File: config.mk
export PLATFORM = sky130hd
export DESIGN_NAME = ble_uart_bridge
export DESIGN_NICKNAME = d
export VERILOG_FILES = /design/src/rtl/ble_uart_bridge.sv
export SDC_FILE = /design/constraint.sdc
export NUM_CORES = 1
export LEC_CHECK = 0
export BUFFER_PORTS_ARGS = -buffer_cell sky130_fd_sc_hd__buf_2
export CAP_MARGIN = 20
export CORE_ASPECT_RATIO = 1.25
export CORE_UTILIZATION = 60
export CTS_BUF_LIST = sky130_fd_sc_hd__clkbuf_8
export CTS_CLUSTER_DIAMETER = 200
export DETAILED_ROUTE_END_ITERATION = 10
export PLACE_DENSITY = 0.77
export SKIP_LAST_GASP = 1
export SYNTH_ARGS = -nofsm -noshare
export SYNTH_HDL_FRONTEND = slang
export SYNTH_SLANG_ARGS = --single-unit
File: constraint.sdc
create_clock -name clk -period 6.2 [get_ports clk]
set_clock_uncertainty 0.1 [all_clocks]
set_input_delay 0.93 -clock clk [delete_from_list [all_inputs] [get_ports clk]]
set_output_delay 0.93 -clock clk [all_outputs]
set_load 0.01 [all_outputs]
File: src/rtl/ble_uart_bridge.sv
// Host-side UART bridge for a BLE radio module: TX FIFO + serializer, RX deserializer + FIFO,
// overcurrent fault gating of TX. Optional RTS/CTS flow control when BLE_UART_FLOWCTL_EN is defined.
module ble_uart_bridge #(
  parameter int CLK_HZ     = 48000000,
  parameter int BAUD       = 115200,
  parameter int FIFO_DEPTH = 16
) (
  input  logic       clk,
  input  logic       rst_n,
  input  logic [7:0] tx_data,
  input  logic       tx_valid,
  output logic       tx_ready,
  output logic [7:0] rx_data,
  output logic       rx_valid,
  input  logic       rx_ready,
  output logic       ble_txd,
  input  logic       ble_rxd,
  input  logic       ocp_n,
  output logic       ocp_fault,
  output logic       frame_err,
  output logic       rx_overrun,
  output logic       tx_busy
`ifdef BLE_UART_FLOWCTL_EN
  ,
  input  logic       cts_n,
  output logic       rts_n
`endif
);
  localparam int DIV = (CLK_HZ + BAUD / 2) / BAUD;
  localparam int CW  = $clog2(DIV);
  localparam int AW  = $clog2(FIFO_DEPTH);
  localparam logic [CW-1:0] DIV_LAST = CW'(DIV - 1);
  localparam logic [CW-1:0] MID_LAST = CW'(DIV / 2 - 1);

  typedef enum logic [1:0] {IDLE, START, DATA, STOP} uart_state_e;

  // Input synchronizers; idle-high lines reset to 1 so no false edge follows reset.
  logic [1:0] rxd_ff, ocp_ff;
  logic       rxd_s, ocp_s;

  // NOTE: sequential state uses non-blocking (<=) so every flop samples pre-edge values.
  always_ff @(posedge clk or negedge rst_n) begin
    if (!rst_n) begin
      rxd_ff <= 2'b11;
      ocp_ff <= 2'b11;
    end else begin
      rxd_ff <= {rxd_ff[0], ble_rxd};
      ocp_ff <= {ocp_ff[0], ocp_n};
    end
  end
  assign rxd_s = rxd_ff[1];
  assign ocp_s = ocp_ff[1];

  // Fault status toggles once the synchronized flag disagrees with it for 4 clocks.
  logic [1:0] ocp_cnt;
  always_ff @(posedge clk or negedge rst_n) begin
    if (!rst_n) begin
      ocp_cnt   <= '0;
      ocp_fault <= 1'b0;
    end else if (ocp_s == ocp_fault) begin
      if (ocp_cnt == 2'd3) begin
        ocp_fault <= !ocp_fault;
        ocp_cnt   <= '0;
      end else begin
        ocp_cnt <= ocp_cnt + 2'd1;
      end
    end else begin
      ocp_cnt <= '0;
    end
  end

  // ---------------- TX FIFO ----------------
  logic [7:0]  tx_mem [FIFO_DEPTH];
  logic [AW:0] tx_wr, tx_rd;
  logic        tx_full, tx_empty, tx_push, tx_pop, rdy_q, tx_go;

  assign tx_empty = (tx_wr == tx_rd);
  assign tx_full  = (tx_wr[AW] != tx_rd[AW]) && (tx_wr[AW-1:0] == tx_rd[AW-1:0]);
  assign tx_ready = rdy_q && !tx_full;
  assign tx_push  = tx_valid && tx_ready;

  // NOTE: FIFO storage is not reset; the pointers alone define validity.
  always_ff @(posedge clk) begin
    if (tx_push) tx_mem[tx_wr[AW-1:0]] <= tx_data;
  end

  always_ff @(posedge clk or negedge rst_n) begin
    if (!rst_n) begin
      rdy_q <= 1'b0;
      tx_wr <= '0;
      tx_rd <= '0;
    end else begin
      rdy_q <= 1'b1;
      if (tx_push) tx_wr <= tx_wr + 1'b1;
      if (tx_pop)  tx_rd <= tx_rd + 1'b1;
    end
  end

`ifdef BLE_UART_FLOWCTL_EN
  logic [1:0] cts_ff;
  always_ff @(posedge clk or negedge rst_n) begin
    if (!rst_n) cts_ff <= 2'b11;
    else        cts_ff <= {cts_ff[0], cts_n};
  end
  assign tx_go = !tx_empty && !ocp_fault && !cts_ff[1];
`else
  assign tx_go = !tx_empty && !ocp_fault;
`endif

  // ---------------- TX serializer ----------------
  uart_state_e tx_state, tx_state_n;
  logic [CW-1:0] tx_cnt, tx_cnt_n;
  logic [2:0]    tx_bit, tx_bit_n, tx_bit_inc;
  logic [7:0]    tx_sh, tx_sh_n;
  logic          txd_q, txd_n;

  assign tx_bit_inc = tx_bit + 3'd1;

  always_ff @(posedge clk or negedge rst_n) begin
    if (!rst_n) begin
      tx_state <= IDLE;
      tx_cnt   <= '0;
      tx_bit   <= '0;
      tx_sh    <= '0;
      txd_q    <= 1'b1;
    end else begin
      tx_state <= tx_state_n;
      tx_cnt   <= tx_cnt_n;
      tx_bit   <= tx_bit_n;
      tx_sh    <= tx_sh_n;
      txd_q    <= txd_n;
    end
  end

  // NOTE: every always_comb output gets a default first, so no latch can be inferred.
  always_comb begin
    tx_state_n = tx_state;
    tx_cnt_n   = tx_cnt + 1'b1;
    tx_bit_n   = tx_bit;
    tx_sh_n    = tx_sh;
    txd_n      = txd_q;
    tx_pop     = 1'b0;
    unique case (tx_state)
      IDLE: begin
        tx_cnt_n = '0;
        txd_n    = 1'b1;
        if (tx_go) begin
          tx_pop     = 1'b1;
          tx_sh_n    = tx_mem[tx_rd[AW-1:0]];
          tx_state_n = START;
          txd_n      = 1'b0;
        end
      end
      START: if (tx_cnt == DIV_LAST) begin
        tx_cnt_n   = '0;
        tx_bit_n   = '0;
        tx_state_n = DATA;
        txd_n      = tx_sh[0];
      end
      DATA: if (tx_cnt == DIV_LAST) begin
        tx_cnt_n = '0;
        if (tx_bit == 3'd7) begin
          tx_state_n = STOP;
          txd_n      = 1'b1;
        end else begin
          tx_bit_n = tx_bit_inc;
          txd_n    = tx_sh[tx_bit_inc];
        end
      end
      STOP: if (tx_cnt == DIV_LAST) begin
        tx_cnt_n   = '0;
        tx_state_n = IDLE;
      end
    endcase
  end

  assign ble_txd = txd_q;
  assign tx_busy = (tx_state != IDLE) || !tx_empty;

  // ---------------- RX deserializer ----------------
  uart_state_e rx_state, rx_state_n;
  logic [CW-1:0] rx_cnt, rx_cnt_n;
  logic [2:0]    rx_bit, rx_bit_n;
  logic [7:0]    rx_sh, rx_sh_n;
  logic          rx_brk, rx_brk_n, rx_push_req, ferr_n, ovr_n;
  logic          rx_full, rx_empty, rx_pop, rx_wr_en;

  always_ff @(posedge clk or negedge rst_n) begin
    if (!rst_n) begin
      rx_state   <= IDLE;
      rx_cnt     <= '0;
      rx_bit     <= '0;
      rx_sh      <= '0;
      rx_brk     <= 1'b0;
      frame_err  <= 1'b0;
      rx_overrun <= 1'b0;
    end else begin
      rx_state   <= rx_state_n;
      rx_cnt     <= rx_cnt_n;
      rx_bit     <= rx_bit_n;
      rx_sh      <= rx_sh_n;
      rx_brk     <= rx_brk_n;
      frame_err  <= ferr_n;
      rx_overrun <= ovr_n;
    end
  end

  always_comb begin
    rx_state_n  = rx_state;
    rx_cnt_n    = rx_cnt + 1'b1;
    rx_bit_n    = rx_bit;
    rx_sh_n     = rx_sh;
    rx_brk_n    = rx_brk;
    rx_push_req = 1'b0;
    ferr_n      = 1'b0;
    unique case (rx_state)
      IDLE: begin
        rx_cnt_n = '0;
        if (!rxd_s) rx_state_n = START;
      end
      START: if (rx_cnt == MID_LAST) begin
        rx_cnt_n   = '0;
        rx_bit_n   = '0;
        rx_state_n = rxd_s ? IDLE : DATA;
      end
      DATA: if (rx_cnt == DIV_LAST) begin
        rx_cnt_n = '0;
        rx_sh_n  = {rxd_s, rx_sh[7:1]};
        if (rx_bit == 3'd7) rx_state_n = STOP;
        else                rx_bit_n   = rx_bit + 3'd1;
      end
      STOP: begin
        if (rx_brk) begin
          // Broken stop bit: hold until the line returns to idle.
          rx_cnt_n = '0;
          if (rxd_s) begin
            rx_brk_n   = 1'b0;
            rx_state_n = IDLE;
          end
        end else if (rx_cnt == DIV_LAST) begin
          rx_cnt_n = '0;
          if (rxd_s) begin
            rx_push_req = 1'b1;
            rx_state_n  = IDLE;
          end else begin
            ferr_n   = 1'b1;
            rx_brk_n = 1'b1;
          end
        end
      end
    endcase
  end

  // ---------------- RX FIFO ----------------
  logic [7:0]  rx_mem [FIFO_DEPTH];
  logic [AW:0] rx_wr, rx_rd;

  assign rx_empty = (rx_wr == rx_rd);
  assign rx_full  = (rx_wr[AW] != rx_rd[AW]) && (rx_wr[AW-1:0] == rx_rd[AW-1:0]);
  assign rx_valid = !rx_empty;
  assign rx_data  = rx_empty ? 8'h00 : rx_mem[rx_rd[AW-1:0]];
  assign rx_pop   = rx_valid && rx_ready;
  // A same-cycle pop frees the slot, so a push into a full FIFO still lands.
  assign rx_wr_en = rx_push_req && (!rx_full || rx_pop);
  assign ovr_n    = rx_push_req && rx_full && !rx_pop;

  always_ff @(posedge clk) begin
    if (rx_wr_en) rx_mem[rx_wr[AW-1:0]] <= rx_sh;
  end

  always_ff @(posedge clk or negedge rst_n) begin
    if (!rst_n) begin
      rx_wr <= '0;
      rx_rd <= '0;
    end else begin
      if (rx_wr_en) rx_wr <= rx_wr + 1'b1;
      if (rx_pop)   rx_rd <= rx_rd + 1'b1;
    end
  end

`ifdef BLE_UART_FLOWCTL_EN
  localparam logic [AW:0] RTS_LIMIT = (AW + 1)'(FIFO_DEPTH - 2);
  always_ff @(posedge clk or negedge rst_n) begin
    if (!rst_n) rts_n <= 1'b1;
    else        rts_n <= (rx_wr - rx_rd) > RTS_LIMIT;
  end
`endif

endmodule

-- After elaboration in Yosys (flattened, before gate mapping)
Memory sizes are Yosys's and may differ from the RTL's. A register that Yosys moved wholly into a read port is not among the register bits.
Index checks and enable logic that the tools add are counted.
- add/subtract/negate cells: 9
- multipliers: 0
- div/mod/pow operators: 0
- order comparisons: 1
- equal/unequal tests: 31
- shift-type cells: 0
- mux-type cells: 54
- bitwise operators: 0
- reduce and logical (&&, ||, !) cells: 33
- operators by type and width (operator ; number):
    $mux 9 ; 4
    $pmux 9 s4 ; 1
    $mux 2 ; 15
    $ne 2x2->1 const B ; 11
    $add 5x1->5 const B ; 4
    $mux 1 ; 20
    $add 9x1->9 const B ; 2
    $eq 9x9->1 const B ; 2
    $mux 3 ; 6
    $pmux 9 s2 ; 1
    $pmux 2 s4 ; 2
    $pmux 3 s2 ; 2
    $eq 2x2->1 const B ; 5
    $eq 5x5->1 ; 2
    $reduce_and 5->1 ; 2
    $eq 9x8->1 const B ; 1
    $logic_and 1x1->1 ; 9
    $eq 4x4->1 ; 2
    $mux 8 ; 1
    $reduce_and 4->1 ; 2
    $logic_not 1->1 ; 7
    $add 3x1->3 const B ; 2
    $eq 3x3->1 const B ; 2
    $reduce_and 2->1 ; 3
    other kinds (14) ; 20
- register bits: 68
- bits in latches: 0
- bits in writable memories: 256
- ROM bits: 0
- input bits: 14
- output and inout port bits: 15
- word-level logic and storage cells: 150
- memories kept: 2
- memories (name ; words ; bits a word ; read ports ; clocked after Yosys merged registers in ; write ports ; line ; RTL):
    rx_mem ; 16 ; 8 ; 1 ; 0 ; 1 ; 255 ; logic [7:0] rx_mem [FIFO_DEPTH];
    tx_mem ; 16 ; 8 ; 1 ; 1 ; 1 ; 73 ; logic [7:0] tx_mem [FIFO_DEPTH];

-- Logic depth before layout (Yosys ltp)
- word-level depth: 7
- depth in mapped cells: 9

-- Least setup slack after synthesis
OpenSTA, ideal clock, no wires.
- path kind: register to output
- from: register rx_rd[0]
- to: output rx_data[0]
- data arrival time: 1689 ps
- path slack: 3481 ps
- cell stages (with the launch flop): 7
- path buffers: 3
- path through: dfrtp_1 buf_4 buf_4 buf_4 mux4_2 mux2i_1 a211oi_1
- longest elaborated chain between the ends: 2
- RTL lines (element ; line ; RTL):
    from (decl) ; 256 ; logic [AW:0] rx_wr, rx_rd;
    from (signal assigned) ; 277 ; if (rx_pop) rx_rd <= rx_rd + 1'b1;
    $mem_v2 16x8 / $eq 5x5->1 (equally long branches) ; -- ;
    $mux 8 * ; 261 ; assign rx_data = rx_empty ? 8'h00 : rx_mem[rx_rd[AW-1:0]];
    to (decl) ; 13 ; output logic [7:0] rx_data,
Mark *: on every way between the ends. The rest lies on a longest branch, timed or not.

-- Worst setup path after layout
- from: register rx_rd[0]
- to: output rx_data[7]
The elaborated chain is that of the path after synthesis.

==> Implementation_results.wiki <==
{| class="wikitable"
! Metric !! Value
|-
| Result of the run || finished clean
|-
| Gates resized, CTS repair || 0
|-
| Placer's final routability congestion estimate || 0.845
|-
| Setup tns final || 0 ns
|-
| Tightest hold margin || 0.256 ns
|-
| Placeable Area || 22400 um2
|-
| Largest net degree at the start of global routing || 77
|-
| Cell Rows || 61
|-
| Total clock buffers created by CTS || 50
|-
| Power density relative to cell area || 317 nW/um2
|-
| Critical Path AT || 2.81 ns
|-
| Final setup violating endpoints || 0
|-
| Final Core Density || 67.5%
|-
| Post-synthesis sequential element count || 332
|-
| Fmax || 260 MHz
|-
| Number of clock sinks || 332
|-
| Unrepaired setup endpoints after global routing || false
|-
| Multi-input gate area in the final layout || 3860 um2
|-
| Syn Nets || 856
|-
| Worst setup SP type || register
|-
| Number of global-route vias before repair || 7322
|-
| Largest area contributor in the synthesized netlist || edfxtp_1
|-
| Number of cells in the design after placement || 1094
|-
| Wire length of the first global-routing pass || 39400 um
|-
| Storage element area || 9600 um2
|-
| Area of the mapped netlist || 13800 um2
|-
| Part of the Yosys area used for sequential elements || 69.7%
|-
| Worst reg2reg path startpoint || rx_rd[0]
|-
| Synthesized area per cell || 16.8 um2
|-
| TritonCTS clock tree || done
|-
| Global-route congestion overflow total || 0
|-
| Total DRC errors in the routed layout || 0
|-
| Dpl hpwl || 16400 um
|-
| Number of antenna cells inserted || 0
|-
| Worst-Skew Late Latency || 0.56 ns
|-
| Clock tree root driver cell || clkbuf_8
|-
| Worst r2r path cells || 6
|-
| Largest buffer count on any clock path || 3
|-
| Number of maximum-capacitance violations || 0
|-
| Shortest clock period the worst path allows after layout || 3.84 ns
|-
| GR Util All Layers || 22.6%
|-
| Average detailed-routed wire length per instance || 21.0 um
|-
| Ranking of synthesized cells by instance count || 256 x edfxtp_1, 71 x dfrtp_1, 58 x mux4_2, 47 x nor2_1, 41 x nand2_1
|-
| Final routed wirelength across all metal layers || 25000 um
|-
| Leading cell type by number of instances after synthesis || edfxtp_1
|-
| Fraction of final layout cells with drive strength greater than 1 || 21.7%
|-
| Largest voltage drop on the vdd net || 402 uV
|-
| CTS clk-pin slew, worst paths || 0.06 ns
|-
| Total number of nets in the final design || 905
|-
| Post-CTS setup buffers || 0
|-
| Total I/O pin count || 29
|-
| Cells taking the most area after synthesis || edfxtp_1 56%, dfrtp_1 13%, mux4_2 9.5%, ha_1 2.2%, mux2_2 1.6%
|-
| Setup crit end kind || output port
|-
| Number of detailed-routing iterations run before antenna repair || 6
|-
| Path type of the worst setup path || reg2out
|-
| Static power due to leakage || 0.00576 uW
|-
| Worst hold stages || 0
|-
| Die width || 137 um
|-
| Area of the die || 23600 um2
|-
| CP Launch Point || rx_rd[0]
|-
| Fraction of synthesized cell area taken by the top area cell type || 55.8%
|-
| Max FO, Critical Path || 22
|-
| Worst path required time || 5.17 ns
|-
| Fin cells || 1190
|-
| Starting utilization of the core area || 61.6%
|-
| Count of vias placed by the detailed router || 7090
|-
| Number of buffers inserted by port buffering || 28
|-
| Number of warnings printed during yosys synthesis || 0
|-
| Floorplan die height || 171 um
|-
| Fill count || 1490
|-
| Violation count after the first detailed-routing iteration || 556
|-
| Residual antenna-violating net count after detailed routing || 0
|-
| Number of failing hold endpoints at the final stage || 0
|-
| Number of antenna violations at the first check in global routing || 0
|-
| Launch point of the worst hold path || rxd_ff[0]
|-
| Pin slew with the least headroom to its limit || 0.981 ns
|-
| Slew Viols, Final || 0
|-
| Max_slew headroom || 34.6%
|-
| Number of hold-repair buffers added at the cts stage || 0
|-
| Leading register cell type out of synthesis || edfxtp_1
|-
| Synthesis-to-finish area growth || 9.62%
|-
| H-tree levels || 2
|-
| Number of enable-type register cells in the synthesized netlist || 256
|-
| Unique masters post-synth || 56
|-
| Vias per inst || 5.96
|-
| Share of the clock period used by the worst path after layout || 61.9%
|-
| Number of cells produced by synthesis || 818
|-
| Share of synthesized flip-flops with an asynchronous set or reset || 22.9%
|-
| Min-Delay Path Class || reg2reg
|}
-- report_power, final --
group | internal, uW | switching [uW] | leakage (uW)
Sequential | 2470 | 102 | 0.00359
Combinational | 246 | 313 | 0.00162
Clock | 864 | 782 | 0.000544
Total | 3580 | 1200 | 0.00576
-- sequential cells by signal, indices dropped and copies added, names as in the netlist, 2 cells and up, named ones only --
register  flops
ocp_cnt       2
ocp_ff        2
rx_bit        3
rx_cnt        9
rx_mem      128
rx_rd         5
rx_sh         8
rx_wr         5
rxd_ff        2
tx_bit        3
tx_cnt        9
tx_mem      128
tx_rd         5
tx_sh         8
tx_state      2
tx_wr         5
-- routing by layer --
metal | vias to the layer above | wire length (um) | track usage, %
li1 | 3247 | - | -
met1 | 3602 | 10200 | 28.4
met2 | 199 | 13200 | 39.5
met3 | 42 | 1080 | 3.68
met4 | 0 | 610 | 8.12
met5 | - | 0 | 0
-- stage by stage --
stage                     power [uW]  instance area [um2]  worst slack [ns]
after global routing            4980                15100              2.09
after detailed placement        3190                14100              2.45
after global placement          3140                14100              2.72
after CTS                       4830                15100              2.31
final                           4780                15100              2.36
after floorplan                 3030                13800              3.48
-- cell families (layout without fill, tap and decap cells) --
logic type | Yosys count | count (layout) | synth area share (%)
multiplexers | 97 | 97 | 12.5
AO/OA/AOI/OAI | 83 | 83 | 4.21
buffers and inverters | 66 | 155 | 2.24
AND/OR/NAND/NOR | 172 | 172 | 6.40
XOR/XNOR | 43 | 43 | 2.74
adder cells (fa/ha/maj) | 24 | 24 | 2.18
flip-flops | 332 | 332 | 69.7
other | 1 | 1 | 0.0272
-- layout by cell type (no fill, tap or decap), types with 9 or more instances in the layout --
cell / netlist / final
o21ai_0: 17 / 17
buf_4: 5 / 9
clkinv_1: 0 / 11
nor2_1: 47 / 47
dfrtp_1: 71 / 69
mux2i_1: 19 / 19
and3_1: 19 / 19
a211oi_1: 24 / 24
mux2_2: 20 / 20
clkbuf_8: 0 / 59
buf_2: 13 / 28
nor2b_1: 19 / 19
mux4_2: 58 / 58
edfxtp_1: 256 / 256
xnor2_1: 20 / 20
ha_1: 24 / 24
nand2_1: 41 / 41
inv_1: 23 / 37
xor2_1: 23 / 23
nand3_1: 11 / 11
-- worst paths after layout --
kind | end | slack [ns]
max | rx_data[7] | 2.36
min | rxd_ff[1] | 0.26
max reg2reg | rx_mem[2][4] | 3.00
min reg2reg | rxd_ff[1] | 0.26
max in group asynchronous | rx_rd[0] | 4.87
min in group asynchronous | ocp_cnt[0] | 0.42
-- worst max-delay path: stages (launching register included) --
cell	delay, ns
dfrtp_2	0.70
buf_12	0.28
xnor2_1	0.14
nand4_1	0.16
nor2_1	0.66
a211oi_1	0.12
buf_2	0.19
-- layout make-up --
type	count	share of cell area, %
clock inverters	33	0.904
clock buffers	59	5.38
multi-input cells	420	25.6
inverters	23	0.572
well taps	283	2.35
flip-flops and latches	332	63.6
repair buffers	40	1.61
Power figures use the tool's default switching activity.
